$ cat src/rtl/alu_pkg.sv
// Shared encodings for the handshaked ALU: unit/op codes, FSM states and unit_flags bit positions.
package alu_pkg;

    localparam logic [1:0] UNIT_ARITH = 2'b00;
    localparam logic [1:0] UNIT_LOGIC = 2'b01;
    localparam logic [1:0] UNIT_CMP   = 2'b10;
    localparam logic [1:0] UNIT_SHIFT = 2'b11;

    localparam logic [1:0] OP_ADD  = 2'b00;
    localparam logic [1:0] OP_SUB  = 2'b01;
    localparam logic [1:0] OP_MUL  = 2'b10;
    localparam logic [1:0] OP_DIV  = 2'b11;

    localparam logic [1:0] OP_AND  = 2'b00;
    localparam logic [1:0] OP_OR   = 2'b01;
    localparam logic [1:0] OP_NAND = 2'b10;
    localparam logic [1:0] OP_NOR  = 2'b11;

    localparam logic [1:0] OP_NOP  = 2'b00;
    localparam logic [1:0] OP_EQ   = 2'b01;
    localparam logic [1:0] OP_GT   = 2'b10;
    localparam logic [1:0] OP_LT   = 2'b11;

    localparam logic [1:0] OP_SHR_A = 2'b00;
    localparam logic [1:0] OP_SHL_A = 2'b01;
    localparam logic [1:0] OP_SHR_B = 2'b10;
    localparam logic [1:0] OP_SHL_B = 2'b11;

    localparam logic [1:0] ST_IDLE = 2'd0;
    localparam logic [1:0] ST_DIV  = 2'd1;
    localparam logic [1:0] ST_HOLD = 2'd2;

    localparam int UF_ARITH = 0;
    localparam int UF_LOGIC = 1;
    localparam int UF_CMP   = 2;
    localparam int UF_SHIFT = 3;

    // Unit select code maps directly onto its unit_flags bit position.
    function automatic logic [3:0] unit_onehot(input logic [1:0] unit);
        return 4'b0001 << unit;
    endfunction

endpackage

$ cat src/rtl/alu_divider.sv
// Iterative restoring divider: one quotient bit per cycle, WIDTH cycles after start.
// quot/rem carry the result of the current step, so they are final in the cycle done is high.
module alu_divider #(
    parameter int WIDTH = 16
) (
    input  logic             clk,
    input  logic             reset,
    input  logic             start,
    input  logic [WIDTH-1:0] a,
    input  logic [WIDTH-1:0] b,
    output logic             done,
    output logic [WIDTH-1:0] quot,
    output logic [WIDTH-1:0] rem
);
    localparam int CNT_W = $clog2(WIDTH);
    localparam logic [CNT_W-1:0] LAST = CNT_W'(WIDTH - 1);

    logic             running;
    logic [CNT_W-1:0] count;
    logic [WIDTH-1:0] rem_q;
    logic [WIDTH-1:0] quot_q;
    logic [WIDTH-1:0] div_q;
    logic [WIDTH:0]   partial;
    logic [WIDTH:0]   trial;

    // Shift the next dividend bit into the remainder and try subtracting the divisor.
    assign partial = {rem_q, quot_q[WIDTH-1]};
    assign trial   = partial - {1'b0, div_q};
    assign rem     = trial[WIDTH] ? partial[WIDTH-1:0] : trial[WIDTH-1:0];
    assign quot    = {quot_q[WIDTH-2:0], ~trial[WIDTH]};
    assign done    = running && (count == LAST);

    // NOTE: sequential state uses non-blocking assignments so every register
    // samples pre-edge values regardless of statement order.
    always_ff @(posedge clk) begin
        if (reset) begin
            running <= 1'b0;
            count   <= '0;
            rem_q   <= '0;
            quot_q  <= '0;
            div_q   <= '0;
        end else if (start) begin
            running <= 1'b1;
            count   <= '0;
            rem_q   <= '0;
            quot_q  <= a;
            div_q   <= b;
        end else if (running) begin
            rem_q  <= rem;
            quot_q <= quot;
            count  <= count + 1'b1;
            if (count == LAST) begin
                running <= 1'b0;
            end
        end
    end

endmodule

$ cat src/rtl/alu_pipe_hs.sv
// Handshaked ALU: one transaction in flight, result registered and held until out_ready.
// Non-divide ops complete in one cycle; valid divides run the iterative divider for WIDTH cycles.
module alu_pipe_hs
    import alu_pkg::*;
#(
    parameter  int WIDTH  = 16,
    parameter  bit DIV_EN = 1'b1,
    localparam int RES_W  = 2 * WIDTH
) (
    input  logic             clk,
    input  logic             reset,
    input  logic             in_valid,
    output logic             in_ready,
    input  logic [WIDTH-1:0] A,
    input  logic [WIDTH-1:0] B,
    input  logic [3:0]       ALU_FUN,
    output logic             out_valid,
    input  logic             out_ready,
    output logic [RES_W-1:0] alu_out,
    output logic [3:0]       unit_flags,
    output logic             carry_flag,
    output logic             zero_flag,
    output logic             err_flag,
    output logic             busy
);
    logic [1:0]       state;
    logic [1:0]       unit;
    logic [1:0]       op;
    logic             accept;
    logic             is_div;
    logic             div_go;
    logic             div_done;
    logic [WIDTH-1:0] div_quot;
    logic [WIDTH-1:0] div_rem;

    logic [WIDTH:0]   sum;
    logic [WIDTH-1:0] diff;
    logic [RES_W-1:0] prod;
    logic [WIDTH-1:0] res_lo;
    logic [RES_W-1:0] res_c;
    logic             carry_c;
    logic             err_c;

    assign unit      = ALU_FUN[3:2];
    assign op        = ALU_FUN[1:0];
    assign out_valid = (state == ST_HOLD);
    assign busy      = (state != ST_IDLE);
    assign in_ready  = (state == ST_IDLE) || ((state == ST_HOLD) && out_ready);
    assign accept    = in_valid && in_ready;
    assign is_div    = (unit == UNIT_ARITH) && (op == OP_DIV);
    assign div_go    = accept && is_div && DIV_EN && (B != '0);

    assign sum  = {1'b0, A} + {1'b0, B};
    assign diff = A - B;
    assign prod = {{WIDTH{1'b0}}, A} * {{WIDTH{1'b0}}, B};

    generate
        if (DIV_EN) begin : g_div
            alu_divider #(.WIDTH(WIDTH)) u_div (
                .clk   (clk),
                .reset (reset),
                .start (div_go),
                .a     (A),
                .b     (B),
                .done  (div_done),
                .quot  (div_quot),
                .rem   (div_rem)
            );
        end else begin : g_no_div
            assign div_done = 1'b0;
            assign div_quot = '0;
            assign div_rem  = '0;
        end
    endgenerate

    // NOTE: every output of this block gets a default first, so no path through
    // the case statements can leave a value unassigned and infer a latch.
    always_comb begin
        res_lo  = '0;
        res_c   = '0;
        carry_c = 1'b0;
        err_c   = 1'b0;
        case (unit)
            UNIT_ARITH: begin
                case (op)
                    OP_ADD: begin
                        res_c   = {{(WIDTH - 1){1'b0}}, sum};
                        carry_c = sum[WIDTH];
                    end
                    OP_SUB: begin
                        res_c   = {{WIDTH{1'b0}}, diff};
                        carry_c = (A < B);
                    end
                    OP_MUL: res_c = prod;
                    default: begin
                        // Only the immediate divide outcomes are captured from here.
                        err_c = !DIV_EN || (B == '0);
                        if (DIV_EN && (B == '0)) begin
                            res_c = {A, {WIDTH{1'b1}}};
                        end
                    end
                endcase
            end
            UNIT_LOGIC: begin
                case (op)
                    OP_AND:  res_lo = A & B;
                    OP_OR:   res_lo = A | B;
                    OP_NAND: res_lo = ~(A & B);
                    default: res_lo = ~(A | B);
                endcase
                res_c = {{WIDTH{1'b0}}, res_lo};
            end
            UNIT_CMP: begin
                case (op)
                    OP_EQ:   res_lo = (A == B) ? WIDTH'(1) : '0;
                    OP_GT:   res_lo = (A > B)  ? WIDTH'(2) : '0;
                    OP_LT:   res_lo = (A < B)  ? WIDTH'(3) : '0;
                    default: res_lo = '0;
                endcase
                res_c = {{WIDTH{1'b0}}, res_lo};
            end
            default: begin
                case (op)
                    OP_SHR_A: res_lo = {1'b0, A[WIDTH-1:1]};
                    OP_SHL_A: res_lo = {A[WIDTH-2:0], 1'b0};
                    OP_SHR_B: res_lo = {1'b0, B[WIDTH-1:1]};
                    default:  res_lo = {B[WIDTH-2:0], 1'b0};
                endcase
                res_c = {{WIDTH{1'b0}}, res_lo};
            end
        endcase
    end

    always_ff @(posedge clk) begin
        if (reset) begin
            state      <= ST_IDLE;
            alu_out    <= '0;
            unit_flags <= '0;
            carry_flag <= 1'b0;
            zero_flag  <= 1'b0;
            err_flag   <= 1'b0;
        end else begin
            case (state)
                ST_IDLE, ST_HOLD: begin
                    if (accept) begin
                        if (div_go) begin
                            state <= ST_DIV;
                        end else begin
                            state      <= ST_HOLD;
                            alu_out    <= res_c;
                            unit_flags <= unit_onehot(unit);
                            carry_flag <= carry_c;
                            zero_flag  <= (res_c[WIDTH-1:0] == '0);
                            err_flag   <= err_c;
                        end
                    end else if (state == ST_HOLD && out_ready) begin
                        state <= ST_IDLE;
                    end
                end
                ST_DIV: begin
                    if (div_done) begin
                        state      <= ST_HOLD;
                        alu_out    <= {div_rem, div_quot};
                        unit_flags <= unit_onehot(UNIT_ARITH);
                        carry_flag <= 1'b0;
                        zero_flag  <= (div_quot == '0);
                        err_flag   <= 1'b0;
                    end
                end
                default: state <= ST_IDLE;
            endcase
        end
    end

endmodule

$ cat config.mk
export PLATFORM = sky130hd
export DESIGN_NAME = alu_pipe_hs
export DESIGN_NICKNAME = d
export VERILOG_FILES = /design/src/rtl/alu_pkg.sv /design/src/rtl/alu_divider.sv /design/src/rtl/alu_pipe_hs.sv
export SDC_FILE = /design/constraint.sdc
export NUM_CORES = 1
export LEC_CHECK = 0
export ABC_AREA = 1
export ABC_CLOCK_PERIOD_IN_PS = 8900
export CAP_MARGIN = 20
export CORE_ASPECT_RATIO = 1.5
export CORE_MARGIN = 2
export CORE_UTILIZATION = 55
export DETAILED_ROUTE_END_ITERATION = 12
export PLACE_DENSITY_LB_ADDON = 0.2
export SLEW_MARGIN = 30
export SYNTH_ARGS = -nofsm -noshare
export SYNTH_HDL_FRONTEND = slang
export SYNTH_SLANG_ARGS = --single-unit
$ cat constraint.sdc
create_clock -name clk -period 8.9 [get_ports clk]
set_input_delay 2.67 -clock clk [delete_from_list [all_inputs] [get_ports clk]]
set_output_delay 2.67 -clock clk [all_outputs]
set_load 0.02 [all_outputs]
* After elaboration in Yosys (flattened, before gate mapping)
Index checks and enable logic that the tools add are counted.
Storage, ports and cells: word-level logic and storage cells 102, bits in latches 0, input port bits 40, flip-flop bits (word level) 94, bits in writable memories 0, bits in read-only memories 0, memories 0, output and inout bits 42
Operators by class: divide/modulo/power cells 0, shift operators 1, $mul 1, magnitude comparators 2, reduce and logical (&&, ||, !) cells 22, add/subtract/negate cells 4, eq/ne operators 13, bitwise gates (word level) 5, muxes and demuxes 43
Operator list (count):
- case mux 32 bit (3 select lines) | 2
- 2-to-1 mux 32 bit | 4
- case mux 16 bit (3 select lines) | 2
- case mux 32 bit (2 select lines) | 1
- zero test 16 bit | 3
- 2-to-1 mux 16 bit | 3
- multiplier 16 x 16 -> 32 bit | 1
- NOT 16 bit | 2
- adder 16 x 16 -> 17 bit | 1
- subtractor 17 x 16 -> 17 bit | 1
- AND 16 bit | 1
- == test 16 bit | 1
- greater-than comparator 16 bit | 1
- < comparator 16 bit | 1
- bitwise OR 16 bit | 1
- nonzero test 16 bit | 1
- subtractor 16 bit | 1
- 2-to-1 mux 1 bit | 15
- 2-to-1 mux 2 bit | 6
- 2-to-1 mux 4 bit | 3
- == test 2 bit, second input constant | 4
- case mux 1 bit (2 select lines) | 4
- case mux 4 bit (2 select lines) | 1
- == test 2 x 1 -> 1 bit, second input constant | 3
- 16 further kinds | 28

* Depth between registers and ports, before layout
depth after elaboration 9, gate-level depth with buffers 33, mapped depth without buffers 32

* Hierarchy
Synthesis repeated with hierarchy kept, for this count alone.
Second synthesis, totals: cells, all modules 2798, area total of the unflattened synthesis 18285.0 um^2
By module, submodules not included:
- alu_pipe_hs | seq. area each 820.8 um^2, times used 1, area an instance 14610.3 um^2, cells each 2207
- alu_divider | seq. area each 1061.0 um^2, times used 1, area an instance 3674.8 um^2, cells each 591

* Least setup slack after synthesis
Ideal clock, no wire load.
path type input-to-reg, from in A[10], to reg alu_out[16], library setup time 0.108 ns, buffers on the path 2, arrival time 7.976 ns, stages 25, setup slack 0.816 ns, data required time 8.792 ns, cells stage by stage clkbuf_1 -> buf_1 -> nand2_1 -> fa_1 -> fa_1 -> fa_1 -> fa_1 -> inv_1 -> fa_1 -> inv_1 -> fa_1 -> inv_1 -> ha_1 -> nand2_1 -> inv_1 -> a21oi_1 -> nand3_1 -> nand2_1 -> nand2_1 -> or2_2 -> nand3_1 -> o211ai_1 -> a21oi_1 -> a21o_1 -> inv_1
Between the ends: word-level cells in the longest chain between the ends 6, elaborated cells on any way between the ends 7, classes of those cells add/sub (1); mul (1); mux (5)
Ends and longest elaborated chain:
- start, declared | line alu_pipe_hs.sv:14 | input logic [WIDTH-1:0] A,
- multiplier 16 x 16 -> 32 bit / adder 16 x 16 -> 17 bit (equally long branches) | line alu_pipe_hs.sv:55, alu_pipe_hs.sv:53
- case mux 32 bit (3 select lines) (*) | line alu_pipe_hs.sv:85 | case (op)
- case mux 32 bit (3 select lines) (*) | line alu_pipe_hs.sv:83 | case (unit)
- 2-to-1 mux 32 bit (*) | line alu_pipe_hs.sv:146 | if (div_go) begin
- 2-to-1 mux 32 bit (*) | line alu_pipe_hs.sv:145 | if (accept) begin
- case mux 32 bit (2 select lines) (*) | line alu_pipe_hs.sv:143 | case (state)
- end signal, assigned | line alu_pipe_hs.sv:150 | alu_out <= res_c;
- end signal, assigned | line alu_pipe_hs.sv:163 | alu_out <= {div_rem, div_quot};
- end, declared | line alu_pipe_hs.sv:19 | output logic [RES_W-1:0] alu_out,
Mark *: on every way between the ends. The rest lies on a longest branch, timed or not. The select of a mux whose other input is x is not followed. A chain may end at the register's enable or synchronous reset.

* Worst setup path in the final report
from in B[9], to reg alu_out[16]
Between the ends: word-level cells in the longest chain between the ends 7, elaborated cells on any way between the ends 13, classes of those cells add/sub (1); mul (1); eq/ne (1); mux (6); reduce/logical (4)
Ends and longest elaborated chain:
- start, declared | line alu_pipe_hs.sv:15 | input logic [WIDTH-1:0] B,
- parallel branches: the longest is 7 deep, another holds multiplier 16 x 16 -> 32 bit
Parallel ways; which one is timed is not known. The select of a mux whose other input is x is not followed.

==> impl_metrics.json <==
{
  "syn_to_final_growth_pct": 10.62,
  "fin_skew_ns": 0.007974,
  "crit_top_cell": "inv_1",
  "ant_nets": 0,
  "vdd_drop_max_mv": 0.3113,
  "vias": 17427,
  "yosysMostFrequentCell": "nand2_1",
  "cts_resized": 0,
  "min_path_type": "flop to flop",
  "synth_common_cells": "667 x nand2_1, 577 x inv_1, 196 x fa_1",
  "clkTransAtPathRegs_ns": 0.07,
  "cts_tree": "yes",
  "holdPathStages": 2,
  "io_buffers": 81,
  "die_area_um2": 33520,
  "slew_headroom_pct": 34.96,
  "async_reset_ff_share_pct": 0,
  "drt_iter0_drc": 1238,
  "core_area_um2": 31730,
  "power.density_nw_per_um2": 311.5,
  "yosysUniqueCellTypes": 53,
  "die_x_um": 150.2,
  "hpwl_um": 48460,
  "synth_area_um2": 17620,
  "status": "completed",
  "finalPower_mw": 6.073,
  "rr_startpoint": "g_div.u_div.running",
  "slew_viol_final": 0,
  "ys_warn_count": 0,
  "setup.worst_path.end_class": "flop",
  "start_util_pct": 55.54,
  "clock_sinks": 94,
  "layout_min_cycle_time_ns": 8.506,
  "grt_first_pass_wirelength_um": 95680,
  "cp.arrival_ns": 8.77,
  "synth_area_per_cell_um2": 6.631,
  "fmax_ghz": 0.1176,
  "grt_pass1_vias": 17713,
  "drc": 0,
  "worst_pin_slew_ns": 0.9654,
  "rows": 80,
  "layout-drive-gt1-share_pct": 6.439,
  "hold_buffers": 0,
  "nets": 3120,
  "cp_num_buf_inv": 9,
  "synth_nets": 3065,
  "fill_cells": 3011,
  "synth_top_area_share_pct": 22.26,
  "h-tree-depth": 3,
  "cp_data_required_time_ns": 9.17,
  "cts_buffers": 9,
  "setup.worst_path.class": "primary input to flop",
  "grt_antenna_before_repair": 2,
  "clkLatencyLatePin_ns": 0.36,
  "r2r_setup_slack_ns": 5.49,
  "cp_top_family": "adder cells",
  "place_congestion": 0.9805,
  "cap_viol_max_count": 0,
  "wirelength_um": 61090,
  "overflow": 0,
  "cp_slowest_cell": "clkdlybuf4s50_1",
  "cts_max_path_buffers": 2,
  "wl_per_cell_um": 19.52,
  "final.period_utilization_pct": 95.57,
  "dp_slack_ns": 0.1010,
  "r2r_end": "alu_out[16]",
  "first_pass_iters": 6,
  "viasPerCell": 5.570,
  "dpl_cell_area_um2": 19200,
  "grt_util_all_layers_pct": 37.33,
  "ys_seq_area_share_pct": 10.68,
  "setup_tns_ns": 0,
  "setup_ws_ns": 0.3943,
  "power_leakage_nw": 10.70,
  "hold_end": "alu_out[5]",
  "ys_ff_latch": 94,
  "cp-start-kind": "primary input",
  "die_h_um": 223.2,
  "cts_root_buffer": "clkbuf_16",
  "crit_path_max_incr_delay_ns": 0.80,
  "post_cts_buffers": 0,
  "grt_max_degree": 42,
  "syn_inst": 2658,
  "grt_setup_unrepaired": "no",
  "synth_edf_count": 0,
  "yosysTopAreaCell": "fa_1",
  "hold_viol_final": 0,
  "crit_fanout": 9,
  "whs_ns": 0.4655,
  "stdcell_area_um2": 19500,
  "synthFlopType": "dfxtp_1",
  "ys_top_cells_by_area": "fa_1 22%, nand2_1 14%, inv_1 12%",
  "io_pins": 82,
  "setup_violations": 0,
  "worstHoldStart": "alu_out[5]",
  "reg2reg_depth": 9
}
-- registers in the layout, indices dropped and copies added (netlist names) --
signal / cells
alu_out: 32
carry_flag: 1
err_flag: 1
g_div.u_div.count: 4
g_div.u_div.div_q: 16
g_div.u_div.quot_q: 16
g_div.u_div.rem_q: 16
g_div.u_div.running: 1
state: 2
unit_flags: 4
zero_flag: 1
-- layer usage --
metal / GRT usage, % / routed length (um)
met1: 43.71 / 23110
met2: 64.83 / 29810
met3: 5.726 / 4349
met4: 20.24 / 3801
met5: 0 / 13
-- report_power, final --
part,internal [mW],leakage [nW],switching [mW],total (mW)
sequential,0.445,0.764,0.0161,0.461
clock,0.195,0.140,0.185,0.380
combinational,2.08,9.80,3.15,5.23
total,2.72,10.7,3.35,6.07
-- layout make-up --
cell class                      instances  area (um2)  share of cell area, %
Antenna cell                            1       2.502                0.01284
Clock buffer                            9       225.2                  1.155
Clock inverter                          7       61.31                 0.3145
Inverter                              606        2280                  11.69
Multi-Input combinational cell       1824       12790                  65.62
Sequential cell                        94        1882                  9.652
Tap cell                              410       513.0                  2.631
Timing Repair Buffer                  178        1739                  8.921
-- worst reg2reg max path, stage by stage, from the launching register on --
cell     delay (ns)
dfxtp_1        0.71
inv_1          0.58
o21ai_0        0.40
nand2_1        0.17
a21oi_4        0.13
buf_4          0.42
inv_2          0.44
a21oi_1        0.29
a21o_1         0.14
inv_1          0.03
-- worst max-delay path by stage --
stage | cells past startpoint | slack (ns) | start | endpoint
detailed placement | 29 | 0.10 | B[9] | alu_out[27]
global placement | 31 | 0.13 | B[9] | alu_out[29]
CTS | 29 | 0.48 | B[9] | alu_out[27]
floorplan | 25 | 0.82 | A[10] | alu_out[16]
global route | 27 | 0.03 | B[5] | alu_out[16]
finish | 25 | 0.39 | B[9] | alu_out[16]
-- cells by family (layout without fill, tap and decap cells) --
| logic type | after synthesis | in the layout | synth area share, % |
|---|---|---|---|
| AOI/OAI and AO/OA | 411 | 411 | 12.95 |
| and+or+nand+nor | 1024 | 1024 | 24.06 |
| other | 0 | 1 | 0 |
| xor gates and xnor gates | 22 | 22 | 1.093 |
| adders and majority gates | 367 | 367 | 34.40 |
| buffers and inverters | 740 | 800 | 16.82 |
| DFF | 94 | 94 | 10.68 |
-- per-stage QoR --
step,util [%],instances
after detailed placement,60.51,3112
after global placement,60.51,3112
after floorplan,-,2658
after CTS,61.41,3128
final,61.44,3129
after global routing,61.44,3129
-- layout by cell type (no fill, tap or decap), types with 5 or more instances in the layout --
master / n
xnor2_1: 6
nand3_1: 129
inv_1: 577
nor2_2: 9
clkbuf_16: 9
o21ai_1: 29
nor2_1: 145
o211ai_1: 9
dfxtp_1: 94
o22ai_1: 16
buf_4: 81
xor2_1: 16
nand4_1: 16
nand3b_1: 15
clkdlybuf4s50_1: 81
o21bai_1: 8
a221oi_1: 12
fa_1: 196
nand2_2: 7
a21oi_1: 162
a31oi_1: 23
a21o_1: 5
or2_2: 8
nand2_1: 667
a21boi_0: 7
ha_1: 171
nor3_1: 14
buf_12: 16
inv_2: 25
o21ai_0: 124
Note: power is estimated with default switching activity, not from simulation.
